$ cat config.mk
export PLATFORM = sky130hd
export DESIGN_NAME = operand_fetch_unit
export DESIGN_NICKNAME = d
export VERILOG_FILES = /design/src/rtl/operand_fetch_unit_pkg.sv /design/src/rtl/operand_fetch_unit_fwd_mux.sv /design/src/rtl/operand_fetch_unit.sv
export SDC_FILE = /design/constraint.sdc
export NUM_CORES = 1
export LEC_CHECK = 0
export ABC_AREA = 1
export CORE_ASPECT_RATIO = 0.7
export CORE_MARGIN = 2
export CORE_UTILIZATION = 32
export CTS_CLUSTER_SIZE = 16
export DETAILED_ROUTE_END_ITERATION = 8
export PLACE_DENSITY = 0.6
export RECOVER_POWER = 50
export SYNTH_ARGS = -nofsm -noshare
export SYNTH_HDL_FRONTEND = slang
export SYNTH_SLANG_ARGS = --single-unit
$ cat constraint.sdc
create_clock -name clk -period 1.7 [get_ports clk]
set_input_delay 0.34 -clock clk [delete_from_list [all_inputs] [get_ports clk]]
set_output_delay 0.34 -clock clk [all_outputs]
set_load 0.005 [all_outputs]
$ cat src/rtl/operand_fetch_unit_pkg.sv
// Shared definitions for the operand fetch unit: default widths, FSM encoding
// and the request record held between accept and operand delivery.
package operand_fetch_unit_pkg;

    localparam int OFU_DATA_W = 32;
    localparam int OFU_ADDR_W = 4;
    localparam int OFU_TAG_W  = 4;

    typedef enum logic [1:0] {
        IDLE  = 2'd0,
        FETCH = 2'd1,
        VALID = 2'd2
    } state_t;

    typedef struct packed {
        logic [OFU_ADDR_W-1:0] rs1;
        logic [OFU_ADDR_W-1:0] rs2;
        logic [OFU_TAG_W-1:0]  tag;
    } req_t;

endpackage

$ cat src/rtl/operand_fetch_unit_fwd_mux.sv
// Per-operand source select: live writeback, value saved at accept time,
// or register-file read data. A zero-register source overrides everything.
module ofu_fwd_mux
    import operand_fetch_unit_pkg::*;
#(
    parameter int DATA_W = OFU_DATA_W,
    parameter int ADDR_W = OFU_ADDR_W
) (
    input  logic              wb_valid,
    input  logic [ADDR_W-1:0] wb_addr,
    input  logic [DATA_W-1:0] wb_data,
    input  logic [ADDR_W-1:0] rs,
    input  logic              fwd,
    input  logic [DATA_W-1:0] saved,
    input  logic [DATA_W-1:0] file_data,
    input  logic              zero,
    output logic              wb_hit,
    output logic [DATA_W-1:0] data
);

    always_comb begin
        wb_hit = wb_valid && (wb_addr == rs) && !zero;
        if (zero) begin
            data = '0;
        end else if (wb_hit) begin
            data = wb_data;
        end else if (fwd) begin
            data = saved;
        end else begin
            data = file_data;
        end
    end

endmodule

$ cat src/rtl/operand_fetch_unit.sv
// Operand fetch unit: reads two sources from a 1-cycle-latency register file,
// forwards in-flight writebacks, and keeps held operands coherent.
// Optional feature macro: OFU_ZERO_REG_EN (register 0 hardwired to zero).
module operand_fetch_unit
    import operand_fetch_unit_pkg::*;
#(
    parameter int DATA_W = OFU_DATA_W,
    parameter int ADDR_W = OFU_ADDR_W,
    parameter int TAG_W  = OFU_TAG_W
) (
    input  logic              clk,
    input  logic              rst_n,
    input  logic              req_valid,
    output logic              req_ready,
    input  logic [ADDR_W-1:0] req_rs1,
    input  logic [ADDR_W-1:0] req_rs2,
    input  logic [TAG_W-1:0]  req_tag,
    input  logic              wb_valid,
    input  logic [ADDR_W-1:0] wb_addr,
    input  logic [DATA_W-1:0] wb_data,
    output logic [ADDR_W-1:0] rf_read_addr1,
    output logic [ADDR_W-1:0] rf_read_addr2,
    input  logic [DATA_W-1:0] rf_read_data1,
    input  logic [DATA_W-1:0] rf_read_data2,
    output logic [ADDR_W-1:0] rf_write_addr,
    output logic [DATA_W-1:0] rf_write_data,
    output logic              rf_write_enable,
    output logic              op_valid,
    input  logic              op_ready,
    output logic [DATA_W-1:0] op_a,
    output logic [DATA_W-1:0] op_b,
    output logic [TAG_W-1:0]  op_tag
);

    state_t            state;
    state_t            next_state;
    req_t              held;
    logic              fwd1;
    logic              fwd2;
    logic [DATA_W-1:0] saved1;
    logic [DATA_W-1:0] saved2;
    logic              accept;
    logic              wb_match1;
    logic              wb_match2;
    logic              zero1;
    logic              zero2;
    logic              wb_to_zero;
    logic              hit_a;
    logic              hit_b;
    logic [DATA_W-1:0] sel_a;
    logic [DATA_W-1:0] sel_b;

`ifdef OFU_ZERO_REG_EN
    assign wb_to_zero = (wb_addr == '0);
    assign zero1      = (held.rs1 == '0);
    assign zero2      = (held.rs2 == '0);
`else
    assign wb_to_zero = 1'b0;
    assign zero1      = 1'b0;
    assign zero2      = 1'b0;
`endif

    assign rf_write_addr   = wb_addr;
    assign rf_write_data   = wb_data;
    assign rf_write_enable = wb_valid & rst_n & ~wb_to_zero;
    assign rf_read_addr1   = req_rs1;
    assign rf_read_addr2   = req_rs2;

    // Writes in the accept cycle commit after the file has already read the old value.
    assign wb_match1 = wb_valid && (wb_addr == req_rs1);
    assign wb_match2 = wb_valid && (wb_addr == req_rs2);
    assign accept    = req_valid && req_ready;

    always_comb begin
        next_state = state;
        req_ready  = 1'b0;
        case (state)
            IDLE: begin
                req_ready = 1'b1;
                if (req_valid) next_state = FETCH;
            end
            FETCH: begin
                next_state = VALID;
            end
            VALID: begin
                req_ready = op_ready;
                if (op_ready) next_state = req_valid ? FETCH : IDLE;
            end
            default: begin
                next_state = IDLE;
            end
        endcase
    end

    ofu_fwd_mux #(.DATA_W(DATA_W), .ADDR_W(ADDR_W)) u_fwd_a (
        .wb_valid  (wb_valid),
        .wb_addr   (wb_addr),
        .wb_data   (wb_data),
        .rs        (held.rs1),
        .fwd       (fwd1),
        .saved     (saved1),
        .file_data (rf_read_data1),
        .zero      (zero1),
        .wb_hit    (hit_a),
        .data      (sel_a)
    );

    ofu_fwd_mux #(.DATA_W(DATA_W), .ADDR_W(ADDR_W)) u_fwd_b (
        .wb_valid  (wb_valid),
        .wb_addr   (wb_addr),
        .wb_data   (wb_data),
        .rs        (held.rs2),
        .fwd       (fwd2),
        .saved     (saved2),
        .file_data (rf_read_data2),
        .zero      (zero2),
        .wb_hit    (hit_b),
        .data      (sel_b)
    );

    always_ff @(posedge clk or negedge rst_n) begin
        if (!rst_n) begin
            state    <= IDLE;
            held     <= '0;
            fwd1     <= 1'b0;
            fwd2     <= 1'b0;
            saved1   <= '0;
            saved2   <= '0;
            op_valid <= 1'b0;
            op_a     <= '0;
            op_b     <= '0;
            op_tag   <= '0;
        end else begin
            state <= next_state;
            if (accept) begin
                held.rs1 <= req_rs1;
                held.rs2 <= req_rs2;
                held.tag <= req_tag;
                fwd1     <= wb_match1;
                fwd2     <= wb_match2;
                if (wb_match1) saved1 <= wb_data;
                if (wb_match2) saved2 <= wb_data;
            end
            case (state)
                FETCH: begin
                    op_a     <= sel_a;
                    op_b     <= sel_b;
                    op_tag   <= held.tag;
                    op_valid <= 1'b1;
                end
                VALID: begin
                    // Held operands track later writebacks to their source registers.
                    if (hit_a) op_a <= wb_data;
                    if (hit_b) op_b <= wb_data;
                    if (op_ready) op_valid <= 1'b0;
                end
                default: begin
                end
            endcase
        end
    end

endmodule

======== Word level (Yosys, flattened, before mapping) ========
Index checks and enable logic that the tools add are counted.
operators by class
  equality and inequality tests ........... 10
  reductions and logical operators ........ 13
  shift-type cells ........................ 0
  mux-type cells .......................... 15
  divide/modulo/power cells ............... 0
  order comparisons ....................... 0
  multipliers ............................. 0
  $add $sub $neg .......................... 0
  bitwise operators ....................... 1
operator list
  operator            count
  $mux 32             6
  $pmux 32 s2         2
  $eq 4x4->1          4
  $reduce_and 2->1    6
  $ne 2x2->1 const B  4
  $pmux 2 s3          1
  $logic_and 1x1->1   5
  $mux 2              2
  $pmux 1 s2          2
  $eq 2x1->1 const B  1
  $eq 2x2->1 const B  1
  $logic_not 2->1     1
  $mux 1              2
  $reduce_bool 2->1   1
  $and 1x1->1         1
word-level totals
  latch bits .............................. 0
  memories ................................ 0
  register bits ........................... 149
  RAM bits ................................ 0
  memory bits (read-only) ................. 0
  input bits .............................. 117
  logic and storage cells ................. 51

======== Logic depth before layout (Yosys ltp) ========
Gate-level depths: netlist of the first run.
  word-level depth ........................ 4
  mapped depth ............................ 10

======== Cells and area by module ========
From an unflattened synthesis of the first run, not the netlist that was laid out.
second synthesis, totals
  cell total of the unflattened synthesis .. 1,247
  area, all modules ....................... 9,202.6 sq um
modules (own cells, without submodules)
  module              cells an instance  instances  area each (sq um)
  operand_fetch_unit  765                1          6,832.8
  ofu_fwd_mux         241                2          1,184.9

======== Worst setup path before layout of the first run ========
No wires, ideal clock.
  path type ............................... input -> register
  start ................................... in wb_addr[2]
  end ..................................... reg saved2[10]
  setup slack ............................. 0.294 ns
  buffers on the path ..................... 1
  setup time .............................. 0.116 ns
  arrival ................................. 1.289 ns
  stages .................................. 6
  data required time ...................... 1.584 ns
  path through ............................ or2_1 > a211oi_4 > nand2_4 > buf_6 > nand2_1 > nand2_1
between the ends
  word-level cells in the longest chain between the ends .. 3
ends and longest elaborated chain
  element                     RTL line                   source
  from (decl)                 operand_fetch_unit.sv:19   input logic [ADDR_W-1:0] wb_addr,
  $eq 4x4->1                  operand_fetch_unit.sv:71   assign wb_match2 = wb_valid && (wb_addr == req_rs2);
  $logic_and 1x1->1           operand_fetch_unit.sv:71
  $reduce_and 2->1 (no line)  -
  to (signal assigned)        operand_fetch_unit.sv:142  if (wb_match2) saved2 <= wb_data;
  to (decl)                   operand_fetch_unit.sv:41   logic [DATA_W-1:0] saved2;
No other way between the ends.
A chain may end at the register's enable or synchronous reset.

======== Final worst setup path of the first run ========
  start ................................... reg op_b[16]
  end ..................................... out op_b[16]
RTL lines
  element                 RTL line                   source
  from (decl)             operand_fetch_unit.sv:31   output logic [DATA_W-1:0] op_b,
  from (signal assigned)  operand_fetch_unit.sv:147  op_b <= sel_b;
  from (signal assigned)  operand_fetch_unit.sv:154  if (hit_b) op_b <= wb_data;
No word-level cell between the ends.

==> results of run 1 <==
[path summary, 6_finish.rpt]
kind / from / endpoint / slack (ns)
worst min register to register: saved2[13] / saved2[13] / 0.47
worst min-delay path: rst_n / op_b[28] / 0.34
worst max register to register: state[0] / state[1] / 0.13
worst max-delay path: op_b[16] / op_b[16] / 0.03
min in group clk: req_tag[3] / held[3] / 0.46
max in group asynchronous: rst_n / op_a[12] / 0.48
[timing repair]
| action | CTS | global route |
|---|---|---|
| gates cloned | 0 | 6 |
| buffers inserted | 1 | 1 |
| endpoints found under the setup margin | 38 | 149 |
| resized for setup | 23 | 35 |
| pin swaps | 0 | 3 |
| hold buffers | 0 | 0 |
[cell type report]
class                   instances  area [µm²]  share of cell area [%]
flip-flops and latches        149        3731                   32.38
clock inverters                12       145.1                   1.260
inverters                      51       193.9                   1.683
multi-input cells             642        3317                   28.79
repair buffers                328        3284                   28.50
clock buffers                  19       452.9                   3.931
well taps                     318       397.9                   3.453
[metrics by stage]
stage / TNS (ns) / cell area, µm² / total power [µW] / setup WS, ns
floorplan: 0 / 7826 / 7788 / 0.2943
global placement: -50.74 / 10840 / 11070 / -0.4750
detailed placement: -52.21 / 10840 / 11160 / -0.4717
CTS: 0 / 11420 / 15070 / 0.003253
global route: 0 / 11520 / 15860 / 0.0004695
finish: 0 / 11520 / 14970 / 0.03047
[power groups by stage]
stage                     Sequential, µW  Combinational, µW  Clock, µW
after floorplan                     5600               2190          0
after global placement              5730               5340          0
after detailed placement            5740               5420          0
after CTS                           5720               5380       3970
after global routing                5870               5870       4120
final                               5720               5320       3920
[cells by family after synthesis]
logic type | after synthesis
AOI/OAI and AO/OA | 47
xor gates and xnor gates | 3
buffers and inverters | 159
DFF | 149
muxes | 68
and+or+nand+nor | 524
[synth_stat cells (2+ instances only)]
master and instances:
inv_1 48, nand2_1 280, buf_2 18, dfrtp_1 149, buf_4 56, xnor2_1 2, clkbuf_1 30, o22ai_1 2
buf_6 3, mux2i_1 64, o21ai_0 43, mux2_2 4, inv_2 2, nor2_1 9, nand3_1 229
[routing by layer]
layer / global-route usage [%] / up-vias / wire, µm
met5: 0 / - / 13
met4: 5.814 / 2 / 406
met3: 4.652 / 30 / 2148
met2: 32.33 / 317 / 12400
met1: 31.43 / 3667 / 13440
li1: - / 3567 / -
[layout by cell type, fill, tap and decap left out, drive strengths merged, types with 2 or more instances in the layout]
cell type | synthesis | layout
dfrtp | 149 | 149
mux2 | 4 | 4
xnor2 | 2 | 2
o21ai | 43 | 43
dlygate4sd2 | 0 | 22
clkinv | 1 | 6
clkdlybuf4s25 | 0 | 21
o22ai | 2 | 2
bufinv | 0 | 2
nand3 | 229 | 229
clkbuf | 30 | 30
nor2 | 10 | 10
inv | 50 | 54
clkdlybuf4s50 | 0 | 180
dlygate4sd3 | 0 | 6
buf | 78 | 88
mux2i | 64 | 64
nand4 | 2 | 2
nand2 | 281 | 281
[registers in the layout, indices dropped and copies added (netlist names)]
register / flops
held: 12
state: 2
op_valid: 1
fwd2: 1
op_b: 32
saved1: 32
saved2: 32
fwd1: 1
op_tag: 4
op_a: 32
==> results.sh, run 1 <==
export IMPL_htreeDepth=4
export IMPL_cellLeakagePower_uw=0.005484
export IMPL_core_rowCount=47
export IMPL_period_share_pct=98.21
export IMPL_synthAdderAreaFrac_pct=0
export IMPL_status="complete, no violations"
export IMPL_critPathMaxStageDelay_ns=0.53
export IMPL_overflow=0
export IMPL_cp_required_ns=1.36
export IMPL_cap_violations=0
export IMPL_yosysSeqAreaShare_pct=47.64
export IMPL_clk_pin_slew_worst_paths_ns=0.06
export IMPL_drtIter0Drc=602
export IMPL_fin_nets=1306
export IMPL_io_pins=232
export IMPL_wl_mm=28.40
export IMPL_worstPathArrival_ns=1.33
export IMPL_synth_area_mux_share_pct=8.761
export IMPL_antenna_found_initial=1
export IMPL_diodes=0
export IMPL_synth_seq_cells=149
export IMPL_internal_power_uw=10080
export IMPL_dr_pass1_iters=5
export IMPL_grt_pass1_vias=7439
export IMPL_reg2reg_depth=4
export IMPL_synthTopCellsByArea="dfrtp_1 48%, nand3_1 15%, nand2_1 13%"
export IMPL_ys_types=26
export IMPL_crit_path_end_kind="output pin"
export IMPL_slew_headroom_pct=36.81
export IMPL_track_usage_pct=21.58
export IMPL_synth_cell_area_um2=7826
export IMPL_crit_type="reg2out"
export IMPL_finalSetupViolations=0
export IMPL_hp_class="in2async"
export IMPL_yosysTopAreaCell="dfrtp_1"
export IMPL_syn_area_per_cell_um2=8.238
export IMPL_worst_pin_slew_ns=0.9479
export IMPL_skew_ns=0.01365
export IMPL_synth_fp_nets=1067
export IMPL_coreArea_um2=23820
export IMPL_syn_inst=950
export IMPL_cp_max_fo=2
export IMPL_die_h_um=134.8
export IMPL_clock_power_share_pct=26.2
export IMPL_vias_per_cell=4.992
export IMPL_chipWidth_um=190.9
export IMPL_cts_tree="built"
export IMPL_cts_buffers=17
export IMPL_synth_top_area_share_pct=47.64
export IMPL_vdd_drop_max_uv=791.9
export IMPL_dieArea_um2=25740
export IMPL_powerDensity_nw_per_um2=1299
export IMPL_share_comb_of_total_power_pct=35.6
export IMPL_maxSlewViolCount=0
export IMPL_synth_edf_count=0
export IMPL_crit_slowest_cell="clkdlybuf4s50_1"
export IMPL_avgRoutedWirePerCell_um=18.70
export IMPL_area_growth_pct=47.23
export IMPL_grt_start_max_net_pins=86
export IMPL_finalHoldViolations=0
export IMPL_cts_sinks=149
export IMPL_synth_top_family_by_area="simple AND/OR/NAND/NOR gates"
export IMPL_switchingPower_uw=4889
export IMPL_clock_latency_ns=0.42
export IMPL_place_inst=1480
export IMPL_drcViolationCount=0
export IMPL_finalHoldWorstSlack_ns=0.3417
export IMPL_fmax_ghz=0.5990
export IMPL_crit_cells=1
export IMPL_grt_pass1_wl_mm=42.35
export IMPL_critPathBufInv=1
export IMPL_gp_congestion=0.8404
export IMPL_critPathTopFamily="buffers and inverters"
export IMPL_p_sw_share_pct=32.67
export IMPL_rsz0062_at_grt="false"
export IMPL_layout_cells_non_filler=1519
export IMPL_async_flop_share_pct=100.0
export IMPL_nFillCells=2303
export IMPL_drive_gt1_share_pct=12.57
export IMPL_start_util_pct=32.86
export IMPL_synth_xor_area_share_pct=0.3357
export IMPL_min_period_ns=1.670
export IMPL_ys_warn_count=0
export IMPL_io_buffers=231
export IMPL_crit_chain="clkdlybuf4s50_1"
export IMPL_vias=7583
export IMPL_start_kind="flop"
export IMPL_seqPwrFrac_pct=38.2
export IMPL_post_route_util_pct=48.38
export IMPL_yosys_area_share_simple_pct=29.11
export IMPL_synth_compound_area_share_pct=3.261
export IMPL_dpl_hpwl_mm=18.75
export IMPL_ant_nets=0
export IMPL_clockBufferDepth=2
export IMPL_synth_flop_cell="dfrtp_1"
export IMPL_root_buffer="clkbuf_16"
No activity file was read; power rests on OpenSTA's default activity.
==> inputs of run 2 (changes only) <==
- SKIP_LAST_GASP: default -> 1
==> results of run 2 <==
The final DEF is identical to that of run 1; final timing and power are the same.
Among the figures that moved: number of gates resized after CTS 23 -> 22; wire length of the first global-routing pass 42350 µm -> 42330 µm; via count of the first global-routing pass 7439 -> 7437; overall routing resource usage 21.58% -> 21.57%; met1 usage 31.43% -> 31.42%
